## config.mk

```make
export PLATFORM = sky130hd
export DESIGN_NAME = csr_pwm
export DESIGN_NICKNAME = d
export VERILOG_FILES = /design/src/rtl/csr_pkg.sv /design/src/rtl/pwm_timebase.sv /design/src/rtl/csr_pwm.sv
export SDC_FILE = /design/constraint.sdc
export NUM_CORES = 1
export LEC_CHECK = 0
export CAP_MARGIN = 20
export CORE_MARGIN = 2
export CORE_UTILIZATION = 55
export CTS_CLUSTER_DIAMETER = 50
export CTS_CLUSTER_SIZE = 20
export DETAILED_ROUTE_END_ITERATION = 8
export PLACE_DENSITY_LB_ADDON = 0.15
export SETUP_SLACK_MARGIN = 0.5
export SLEW_MARGIN = 20
export SYNTH_ARGS = -nofsm -noshare
export SYNTH_HDL_FRONTEND = slang
export SYNTH_SLANG_ARGS = --single-unit
```

## constraint.sdc

```tcl
create_clock -name clk -period 3.4 [get_ports clk]
set_input_delay 0.68 -clock clk [delete_from_list [all_inputs] [get_ports clk]]
set_output_delay 0.68 -clock clk [all_outputs]
set_load 0.02 [all_outputs]
```

## src/rtl/csr_pkg.sv

```systemverilog
// Shared CSR definitions: operation encoding, PWM register offsets and the
// read-modify-write helper used by CSR-mapped blocks.
package csr_pkg;

    typedef enum logic [1:0] {
        CSR_RW = 2'd0,
        CSR_RS = 2'd1,
        CSR_RC = 2'd2
    } CsrOp;

    localparam int PwmCtrlIdx     = 0;
    localparam int PwmPrescaleIdx = 1;
    localparam int PwmPeriodIdx   = 2;
    localparam int PwmDutyIdx     = 3;

    typedef struct packed {
        logic inv;
        logic en;
    } pwm_ctrl_t;

    function automatic logic [31:0] csr_apply(input CsrOp op, input logic [31:0] old_val,
                                              input logic [31:0] data);
        logic [31:0] res;
        case (op)
            CSR_RW:  res = data;
            CSR_RS:  res = old_val | data;
            CSR_RC:  res = old_val & ~data;
            default: res = old_val;
        endcase
        return res;
    endfunction

endpackage

```

## src/rtl/pwm_timebase.sv

```systemverilog
// Shared PWM timebase: prescaler plus period counter. wrap marks the tick on
// which the counter returns to zero and channel duties reload.
module pwm_timebase #(
    parameter int Width    = 8,
    parameter int PreWidth = 16
) (
    input  logic                clk,
    input  logic                reset,
    input  logic                en,
    input  logic [PreWidth-1:0] prescale,
    input  logic [Width-1:0]    period,
    output logic [Width-1:0]    cnt,
    output logic                wrap
);

    logic [PreWidth-1:0] pre_r;
    logic [Width-1:0]    cnt_r;
    logic                tick_s;
    logic                wrap_s;

    // >= on both compares so a limit lowered below the running value ends the
    // current interval on the next tick instead of running the counter around.
    assign tick_s = en && (pre_r >= prescale);
    assign wrap_s = tick_s && (cnt_r >= period);

    // Prescaler and period counter; held at zero while disabled.
    always_ff @(posedge clk) begin
        if (reset || !en) begin
            pre_r <= {PreWidth{1'b0}};
            cnt_r <= {Width{1'b0}};
        end else begin
            if (tick_s) begin
                pre_r <= {PreWidth{1'b0}};
            end else begin
                pre_r <= pre_r + 1'b1;
            end
            if (wrap_s) begin
                cnt_r <= {Width{1'b0}};
            end else if (tick_s) begin
                cnt_r <= cnt_r + 1'b1;
            end
        end
    end

    assign cnt  = cnt_r;
    assign wrap = wrap_s;

endmodule

```

## src/rtl/csr_pwm.sv

```systemverilog
// CSR-mapped PWM bank: control/prescale/period registers, per-channel shadow
// duties that commit on period wrap, and registered channel outputs.
module csr_pwm
    import csr_pkg::*;
#(
    parameter int          Channels = 4,
    parameter int          Width    = 8,
    parameter int          PreWidth = 16,
    parameter logic [11:0] CsrBase  = 12'h400
) (
    input  logic                clk,
    input  logic                reset,
    input  logic                csr_enable,
    input  logic [11:0]         csr_addr,
    input  CsrOp                csr_op,
    input  logic [31:0]         csr_data,
    output logic [31:0]         csr_out,
    output logic [Channels-1:0] pwm
);

    localparam int SelW = (Channels > 1) ? $clog2(Channels) : 1;

    pwm_ctrl_t           ctrl_r;
    logic [PreWidth-1:0] prescale_r;
    logic [Width-1:0]    period_r;
    logic [Width-1:0]    duty_r   [Channels];
    logic [Width-1:0]    active_r [Channels];
    logic [Channels-1:0] pwm_r;

    logic [11:0]         off_s;
    logic [11:0]         doff_s;
    logic [SelW-1:0]     dsel_s;
    logic                hit_s;
    logic [31:0]         cur_s;
    logic [31:0]         wdata_s;
    logic                wr_s;
    logic [31:0]         duty_rd_s [Channels];
    logic [Width-1:0]    cnt_s;
    logic                wrap_s;

    // Offset arithmetic wraps addresses below the base to large values, so a
    // single upper-bound compare decodes the whole window.
    assign off_s  = csr_addr - CsrBase;
    assign doff_s = off_s - 12'(PwmDutyIdx);
    assign dsel_s = doff_s[SelW-1:0];
    assign hit_s  = (off_s < 12'(PwmDutyIdx + Channels));

    for (genvar g = 0; g < Channels; g++) begin : g_duty_rd
        assign duty_rd_s[g] = 32'(duty_r[g]);
    end

    // Current value of the addressed register, zero-extended.
    always_comb begin
        cur_s = 32'd0;
        case (off_s)
            12'(PwmCtrlIdx):     cur_s = {30'd0, ctrl_r};
            12'(PwmPrescaleIdx): cur_s = 32'(prescale_r);
            12'(PwmPeriodIdx):   cur_s = 32'(period_r);
            default: begin
                if (hit_s) begin
                    cur_s = duty_rd_s[dsel_s];
                end else begin
                    cur_s = 32'd0;
                end
            end
        endcase
    end

    assign csr_out = (csr_enable && hit_s) ? cur_s : 32'd0;
    assign wdata_s = csr_apply(csr_op, cur_s, csr_data);
    assign wr_s    = csr_enable && hit_s &&
                     ((csr_op == CSR_RW) ||
                      (((csr_op == CSR_RS) || (csr_op == CSR_RC)) && (csr_data != 32'd0)));

    // Shared control, prescale and period registers.
    always_ff @(posedge clk) begin
        if (reset) begin
            ctrl_r     <= pwm_ctrl_t'(2'b00);
            prescale_r <= {PreWidth{1'b0}};
            period_r   <= {Width{1'b0}};
        end else if (wr_s) begin
            case (off_s)
                12'(PwmCtrlIdx):     ctrl_r     <= pwm_ctrl_t'(wdata_s[1:0]);
                12'(PwmPrescaleIdx): prescale_r <= wdata_s[PreWidth-1:0];
                12'(PwmPeriodIdx):   period_r   <= wdata_s[Width-1:0];
                default:             ctrl_r     <= ctrl_r;
            endcase
        end
    end

    pwm_timebase #(
        .Width    (Width),
        .PreWidth (PreWidth)
    ) u_timebase (
        .clk      (clk),
        .reset    (reset),
        .en       (ctrl_r.en),
        .prescale (prescale_r),
        .period   (period_r),
        .cnt      (cnt_s),
        .wrap     (wrap_s)
    );

    // Per-channel shadow duty, active duty reload on wrap, and output compare.
    // The reload reads duty_r before any same-cycle write lands.
    always_ff @(posedge clk) begin
        if (reset) begin
            for (int i = 0; i < Channels; i++) begin
                duty_r[i]   <= {Width{1'b0}};
                active_r[i] <= {Width{1'b0}};
            end
            pwm_r <= {Channels{1'b0}};
        end else begin
            for (int i = 0; i < Channels; i++) begin
                if (wr_s && (off_s == 12'(PwmDutyIdx + i))) begin
                    duty_r[i] <= wdata_s[Width-1:0];
                end
                if (wrap_s) begin
                    active_r[i] <= duty_r[i];
                end
                pwm_r[i] <= ctrl_r.en ? ((cnt_s < active_r[i]) ^ ctrl_r.inv) : ctrl_r.inv;
            end
        end
    end

    assign pwm = pwm_r;

endmodule

```

; Yosys cells after proc, flatten, opt, wreduce, memory -nomap -nowiden
; Memories as Yosys holds them, arrays and structs flattened.
; Index checks and enable logic that the tools add are counted.
[classes]
magnitude_cmp = 8
n_eq_ne = 8
n_addsub = 4
n_bitwise = 16
mux = 36
n_reduce_logical = 21
[op_table]
columns = cell, n
row1 = 32-bit 2-to-1 mux, 4
row2 = 32-bit case mux with 3 select lines, 1
row3 = 32-bit binary-select mux with 2-bit select, 1
row4 = 8-bit 2-to-1 mux, 8
row5 = 16-bit case mux with 3 select lines, 1
row6 = "12-bit by 3-bit == test with 1-bit output, second input constant", 3
row7 = 8-bit less-than comparator, 4
row8 = 32-bit nonzero test, 1
row9 = "12-bit by 2-bit == test with 1-bit output, second input constant", 2
row10 = 1-bit 2-to-1 mux, 21
row11 = "16-bit by 1-bit adder with 16-bit output, second input constant", 1
row12 = 16-bit AND, 1
row13 = 16-bit >= comparator, 1
row14 = 16-bit inverter, 1
row15 = 16-bit OR, 1
row16 = "12-bit by 1-bit == test with 1-bit output, second input constant", 1
row17 = 12-bit logical NOT, 1
row18 = "12-bit by 3-bit less-than comparator with 1-bit output, second input constant", 1
row19 = "12-bit by 11-bit subtractor with 12-bit output, second input constant", 1
row20 = 1-bit logical AND, 9
row21 = "8-bit by 1-bit adder with 8-bit output, second input constant", 1
row22 = 8-bit >= comparator, 1
row23 = 1-bit OR, 8
row24 = 2-bit AND reduction, 3
row25 = other kinds (10), 16
[word_totals]
elab_cells = 102
regBits = 54
ramBits = 64
input_bits = 49
memories = 2
[mem_list]
columns = memory, depth, word_bits, rd, rd_clocked_by_memory_dff, wr, line
row1 = active_r, 4, 8, 4, 0, 4, csr_pwm.sv:27  ; logic [Width-1:0] active_r [Channels];
row2 = duty_r, 4, 8, 4, 0, 4, csr_pwm.sv:26  ; logic [Width-1:0] duty_r [Channels];

; Logic depth before layout (Yosys ltp)
; Gate-level depths: netlist of run 1.
[logic_depth]
ltp_word = 11
ltp_mapped = 10
mapped_depth_nobuf = 8

; Modules after synthesis
; Synthesis of run 1 repeated with hierarchy kept, for this count alone.
[hier_totals]
hier_cells = 714
area_unflattened_um2 = 7040.5
[by_module_without_submodules]
columns = module, instances, seq_area_each_um2, area_each_um2, cells_per_inst
row1 = csr_pwm, 1, 2522.4, 5318.9, 502
row2 = pwm_timebase, 1, 480.5, 1721.7, 212

; Worst setup path before layout of run 1
; Ideal clock, no wire load.
[synth_path]
path_kind = input to output
startpoint = in csr_addr[0]
endpoint = out csr_out[2]
path_buffers = 2
path_slack_ps = 310
t_required_ps = 2720
stages = 7
t_arrival_ps = 2410
path_cell_list = buf_2 inv_1 ha_1 clkbuf_1 mux4_2 a222oi_1 nor2_1
[synth_between]
elab_chain_len = 9
word_cells_on_any_way = 14
classes_between = 2 x add/sub / 1 x order compare / 2 x eq/ne / 6 x mux / 1 x bitwise / 2 x reduce/logical
[synth_lines]
columns = item, line
row1 = start: declaration, csr_pwm.sv:14  ; input logic [11:0] csr_addr,
row2 = 12-bit by 11-bit subtractor with 12-bit output (*), csr_pwm.sv:43  ; assign off_s = csr_addr - CsrBase;
row3 = 2-bit subtractor, csr_pwm.sv:44  ; assign doff_s = off_s - 12'(PwmDutyIdx);
row4 = 2-bit inverter with 3-bit output (implied by the code), csr_pwm.sv:61  ; cur_s = duty_rd_s[dsel_s];
row5 = 32-bit binary-select mux with 2-bit select, csr_pwm.sv:61
row6 = 32-bit 2-to-1 mux (implied by the code) (2 in a row), csr_pwm.sv:61
row7 = 32-bit 2-to-1 mux, csr_pwm.sv:60  ; if (hit_s) begin
row8 = 32-bit case mux with 3 select lines, csr_pwm.sv:55  ; case (off_s)
row9 = 32-bit 2-to-1 mux (*), csr_pwm.sv:69  ; assign csr_out = (csr_enable && hit_s) ? cur_s : 32'd0;
row10 = end: declaration, csr_pwm.sv:17  ; output logic [31:0] csr_out,
; Every way passes the cells marked *; elsewhere a longest branch is shown, timed or not. The select of a mux whose other input is x is not followed.

; Worst setup path in the final report of run 1
[layout_path]
startpoint = in csr_addr[7]
endpoint = out csr_out[15]
[layout_between]
elab_chain_len = 5
word_cells_on_any_way = 9
classes_between = 1 x add/sub / 1 x order compare / 2 x eq/ne / 3 x mux / 2 x reduce/logical
[layout_lines]
columns = item, line
row1 = 12-bit by 11-bit subtractor with 12-bit output (*), csr_pwm.sv:43
row2 = 12-bit by 3-bit less-than comparator with 1-bit output, csr_pwm.sv:46  ; assign hit_s = (off_s < 12'(PwmDutyIdx + Channels));
row3 = 32-bit 2-to-1 mux, csr_pwm.sv:60
row4 = 32-bit case mux with 3 select lines, csr_pwm.sv:55
row5 = 32-bit 2-to-1 mux (*), csr_pwm.sv:69
; Every way passes the cells marked *; elsewhere a longest branch is shown, timed or not.

==> flow_metrics.env, run 1 <==
export IMPL_crit_type="in -> out"
export IMPL_fp_coreArea_um2=12570
export IMPL_post_dp_hpwl_um=13630
export IMPL_fmax_ghz=0.3545
export IMPL_cap_viol_max_count=0
export IMPL_worst_ep_arrival_time_ns=2.14
export IMPL_gp_congestion=1.049
export IMPL_chipHeight_um=117.1
export IMPL_routedLengthMet1_um=7883
export IMPL_dr_max_layer_used="met4"
export IMPL_p_leak_uw=0.003603
export IMPL_reg2reg_slack_ns=0.74
export IMPL_synth_largest_area_cell="edfxtp_1"
export IMPL_vdd_ir_drop_max_uv=332.4
export IMPL_drtPass1Iterations=5
export IMPL_grt_pass1_vias=5540
export IMPL_final_layout_size_suffix_gt1_share_pct=19.85
export IMPL_port_buffers=68
export IMPL_wl_met2_um=8094
export IMPL_cts_buffer_depth=2
export IMPL_holdCritStartpoint="u_timebase.pre_r[0]"
export IMPL_viasPerCell=5.801
export IMPL_htree_levels=4
export IMPL_maxSlewViolCount=0
export IMPL_final_setup_skew_ns=0.01080
export IMPL_hold_end="u_timebase.pre_r[0]"
export IMPL_drt_wl_total_um=18340
export IMPL_rr_worst_depth=9
export IMPL_routedWlPerCell_um=18.47
export IMPL_ant_nets=0
export IMPL_dieArea_um2=13720
export IMPL_cts_root_buf="clkbuf_16"
export IMPL_synth_top_area_share_pct=27.30
export IMPL_fin_crit_sh_pct=82.96
export IMPL_relSlewSlack_pct=56.41
export IMPL_end_kind="primary output"
export IMPL_grt_pass1_wl_um=29050
export IMPL_ioPinCount=85
export IMPL_wl_met3_um=1629
export IMPL_synth_area_leaders="edfxtp_1 27%, dfxtp_1 15%, ha_1 11%"
export IMPL_syn_inst=697
export IMPL_cts_tree="yes"
export IMPL_synth_top_flop_cell="edfxtp_1"
export IMPL_start_util_pct=56.02
export IMPL_grt_max_degree=40
export IMPL_cp_start_kind="input pin"
export IMPL_tightest_slew_ns=0.6514
export IMPL_yosysUniqueCellTypes=58
export IMPL_p_per_area_nw_per_um2=413.5
export IMPL_fin_nets=919
export IMPL_ys_ff_latch=118
export IMPL_r2r_end="u_timebase.pre_r[14]"
export IMPL_cp_max_fo=5
export IMPL_layout_min_cycle_time_ns=2.821
export IMPL_hp_class="reg -> reg"
export IMPL_syn_to_final_growth_pct=25.52
export IMPL_drc=0
export IMPL_synth_warnings=0
export IMPL_ctsHoldBuffers=0
export IMPL_synth_yosys_seq_area_share_pct=42.65
export IMPL_synth_area_um2=7041
export IMPL_status="completed"
export IMPL_clk_pin_slew_ns=0.06
export IMPL_grt_overflow=0
export IMPL_syn_area_per_cell_um2=10.10
export IMPL_fin_total_pwr_uw=3654
export IMPL_drt_initial_drc_count=636
export IMPL_finalSetupViolations=0
export IMPL_min_path_cells=1
export IMPL_async_flop_share_pct=0
export IMPL_fin_cells=993
export IMPL_antenna_found_initial=0
export IMPL_cts_buffers=17
export IMPL_dp_cells=949
export IMPL_hold_viol_final=0
export IMPL_rsz0062_at_grt="no"
export IMPL_n_antenna_cell=0
export IMPL_r2r_start="prescale_r[9]"
export IMPL_crit_required_ns=2.72
export IMPL_rows=41
export IMPL_vias=5760
export IMPL_clk_latency_ns=0.43
export IMPL_synth_edff_count=64
export IMPL_die_x_um=117.1
export IMPL_grt_use_total_pct=28.51
export IMPL_cts_sinks=118
-- critical path, cell delays in order --
cell	delay [ns]
clkdlybuf4s50_1	0.40
nor3_1	0.17
and4b_2	0.30
and3_4	0.22
buf_6	0.12
and2_1	0.14
buf_6	0.12
-- state kept, by name (all words and copies together), names as in the netlist --
register / cells
u_timebase.pre_r: 16
duty_r: 32
active_r: 32
u_timebase.cnt: 8
period_r: 8
prescale_r: 16
pwm: 4
ctrl_r: 2
-- worst max path at each step --
stage                 from          end  slack (ns)  cells past startpoint
3_3_place_gp   csr_addr[0]   csr_out[2]       -0.30                      8
2_1_floorplan  csr_addr[0]   csr_out[2]        0.55                      7
3_5_place_dp   csr_addr[0]   csr_out[4]       -0.38                      8
5_1_grt        csr_addr[0]   csr_out[4]        0.51                      8
4_1_cts        csr_addr[1]   csr_out[4]        0.48                      8
6_report       csr_addr[7]  csr_out[15]        0.58                      7
-- cell families (layout without fill, tap and decap cells) --
logic type	after synthesis	after routing	synth area share [%]
simple gates	240	241	19.19
flops	118	118	42.65
compound gates	135	135	13.61
buf+inv	105	213	7.020
other cells	1	16	0.05326
fa+ha+maj	62	62	11.02
xor+xnor	14	14	1.742
mux	22	22	4.709
-- area by class of cell --
cell class / instances / area (µm²)
sequential: 118 / 3004
clock buffer: 17 / 425.4
clock inverter: 15 / 171.4
multi-input combinational: 490 / 3707
timing repair buffer: 122 / 1090
tap: 172 / 215.2
inverter: 59 / 224.0
fill: 931 / 3731
-- timing repair --
item                                    CTS  global route
endpoints found under the setup margin   51            68
gates cloned                              3             0
gates resized for setup                 109            18
buffers inserted                          4             5
pin swaps                                10             9
endpoints found under the hold margin     0             0
-- cell usage in the layout (no fill, tap or decap), types with 4 or more instances in the layout --
master and count:
a2111oi_0 5, a211oi_1 27, a21o_1 18, a21oi_1 17, a222oi_1 8, a31o_2 5
and2_1 41, buf_4 56, buf_6 12, clkbuf_16 17, clkdlybuf4s50_1 46, conb_1 16
dfxtp_1 53, edfxtp_1 64, ha_1 59, inv_1 57, inv_6 5, inv_8 7
mux2_2 9, mux2i_1 5, mux4_2 8, nand2_1 17, nand2b_1 10, nand3_1 13
nand4_1 7, nand4b_4 4, nor2_1 85, nor2_2 6, nor2b_1 16, nor3_1 6
nor4_1 10, o211a_1 4, o21ai_0 29, xnor2_1 5, xor2_1 9
-- power by group --
group | leakage, µW | internal (µW) | total [µW] | switching (µW)
combinational | 0.00224 | 157 | 313 | 155
clock | 0.000295 | 994 | 1780 | 790
sequential | 0.00107 | 1530 | 1560 | 24.7
-- metrics by stage --
step	setup WS, ns	TNS [ns]	hold WS [ns]	utilization (%)	instance area, µm²
after global placement	-0.2960	-3.907	0.5045	64.21	8070
after CTS	0.4767	0	0.5285	69.62	8750
after floorplan	0.5505	0	0.4639	-	7116
after global routing	0.5072	0	0.5620	70.31	8837
after detailed placement	-0.3760	-4.871	0.5182	64.21	8070
final	0.5795	0	0.5268	70.31	8837
-- routing by layer --
layer  global-route usage, %  up-vias
met4                   12.63        0
met2                   42.76      300
met5                       0        -
li1                        -     2699
met1                   39.45     2707
met3                   6.849       54
-- synth_stat cells (18+ instances only) --
cell	count
a211oi_1	27
a21o_1	18
a21oi_1	19
and2_1	44
buf_4	20
clkbuf_1	19
dfxtp_1	54
edfxtp_1	64
ha_1	62
inv_1	59
nor2_1	92
o21ai_0	29
(Power assumes the default switching activity.)
==> run 2: changes to the inputs <==
==> constraint.sdc (replaced) <==
create_clock -name clk -period 2.8 [get_ports clk]
set_input_delay 0.56 -clock clk [delete_from_list [all_inputs] [get_ports clk]]
set_output_delay 0.56 -clock clk [all_outputs]
set_load 0.02 [all_outputs]
==> flow_metrics.env, run 2 (same netlist as run 1, synthesis figures left out) <==
export IMPL_worst_ep_arrival_time_ns=2.22
export IMPL_cp_max_fo=7
export IMPL_reg2reg_slack_ns=0.45
export IMPL_crit_required_ns=2.24
export IMPL_rr_worst_depth=8
export IMPL_htree_levels=4
export IMPL_fin_nets=967
export IMPL_final_setup_skew_ns=0.01422
export IMPL_dieArea_um2=13720
export IMPL_drt_initial_drc_count=739
export IMPL_clk_pin_slew_ns=0.05
export IMPL_rsz0062_at_grt="yes"
export IMPL_cts_root_buf="clkbuf_16"
export IMPL_ff_latch_area_um2=3023
export IMPL_grt_max_degree=27
export IMPL_cp_start_kind="input pin"
export IMPL_finish_utilization_pct=77.10
export IMPL_multi_input_area_um2=4146
export IMPL_n_antenna_cell=0
export IMPL_fmax_ghz=0.3594
export IMPL_gp_congestion=1.018
export IMPL_final_cell_mix="84 x buf_4, 81 x nor2_1, 64 x edfxtp_1"
export IMPL_r2r_end="duty_r[0][6]"
export IMPL_start_util_pct=56.02
export IMPL_fillCellCount=753
export IMPL_holdCritStartpoint="csr_data[10]"
export IMPL_clk_latency_ns=0.43
export IMPL_hold_viol_final=0
export IMPL_chipHeight_um=117.1
export IMPL_tightest_slew_ns=0.5617
export IMPL_layout_min_cycle_time_ns=2.783
export IMPL_p_per_area_nw_per_um2=450.7
export IMPL_tns_ns=0
export IMPL_hold_end="prescale_r[10]"
export IMPL_ioPinCount=85
export IMPL_hp_class="in -> reg"
export IMPL_drtPass1Iterations=6
export IMPL_cts_sinks=118
export IMPL_status="completed"
export IMPL_crit_type="in -> out"
export IMPL_viasPerCell=6.061
export IMPL_r2r_start="duty_r[1][6]"
export IMPL_routedWlPerCell_um=20.94
export IMPL_antenna_found_initial=0
export IMPL_p_leak_uw=0.004017
export IMPL_drc=0
export IMPL_layout_commonest_cell="buf_4"
export IMPL_fp_coreArea_um2=12570
export IMPL_grt_pass1_wl_um=31950
export IMPL_grt_overflow=0
export IMPL_cts_buffers=17
export IMPL_fin_total_pwr_uw=4368
export IMPL_cap_viol_max_count=0
export IMPL_end_kind="primary output"
export IMPL_vias=6303
export IMPL_post_dp_hpwl_um=14310
export IMPL_cts_tree="yes"
export IMPL_final_layout_size_suffix_gt1_share_pct=32.26
export IMPL_top_regs="active_r (32), duty_r (32)"
export IMPL_cts_buffer_depth=2
export IMPL_fin_crit_sh_pct=99.38
export IMPL_drt_wl_total_um=21780
export IMPL_ant_nets=0
export IMPL_relSlewSlack_pct=62.51
export IMPL_die_x_um=117.1
export IMPL_syn_to_final_growth_pct=37.64
export IMPL_maxSlewViolCount=0
export IMPL_min_path_cells=2
export IMPL_grt_pass1_vias=5943
export IMPL_finalSetupViolations=0
export IMPL_vdd_ir_drop_max_uv=346.0
export IMPL_rows=41
export IMPL_grt_use_total_pct=31.30
export IMPL_port_buffers=68
==> run 2: layout make-up <==
| type | instances | area share [%] |
|---|---|---|
| Multi-Input combinational cell | 496 | 42.79 |
| Sequential cell | 118 | 31.19 |
| Timing Repair Buffer | 164 | 15.75 |
| Clock buffer | 17 | 4.390 |
| Inverter | 59 | 2.311 |
| Tap cell | 172 | 2.221 |
| Clock inverter | 14 | 1.343 |
==> run 2: through the flow <==
step                      worst slack, ns  hold WS (ns)  cell area, µm²  std cells
final                             0.01730        0.4632            9691       1040
after CTS                          0.1201        0.5275            9270       1022
after global routing             -0.03767        0.4732            9691       1040
after global placement            -0.6205        0.5258            8334        967
after detailed placement          -0.6737        0.5246            8334        967
after floorplan                    0.3583        0.4639            7237        712
==> run 2: power by group <==
group / internal (µW) / leakage, µW / switching [µW] / total [µW]
Clock: 1220 / 0.000269 / 819 / 2040
Sequential: 1860 / 0.00108 / 29.7 / 1890
Combinational: 219 / 0.00267 / 221 / 439
Total: 3300 / 0.00402 / 1070 / 4370
==> run 2: worst max-delay path, cell delays in order <==
cell	delay [ns]
buf_6	0.07
buf_6	0.11
inv_4	0.04
ha_4	0.31
mux4_2	0.33
a222oi_1	0.44
buf_4	0.21
nor2_2	0.04
buf_6	0.12
==> run 2: layer usage <==
layer / share of wire (%) / up-vias / global-route usage [%]
met5: 0 / - / 0
met4: 3.9 / 0 / 13.80
met3: 9.2 / 86 / 7.158
met2: 48 / 416 / 49.20
met1: 39 / 2990 / 41.60
li1: - / 2811 / -
==> run 2: repair_timing <==
item | in CTS | in global routing
hold buffers | 0 | 0
buffers inserted | 18 | 15
endpoints found under the setup margin | 192 | 170
gates cloned | 6 | 3
pin swaps | 30 | 39
resized for setup | 154 | 80
==> run 2: worst max path at each step <==
stage,cells after the start,startpoint,end
after CTS,9,csr_addr[0],csr_out[5]
after floorplan,7,csr_addr[0],csr_out[2]
after global placement,9,csr_addr[0],csr_out[3]
final,9,csr_addr[0],csr_out[3]
after global routing,9,csr_addr[0],csr_out[3]
after detailed placement,9,csr_addr[0],csr_out[5]
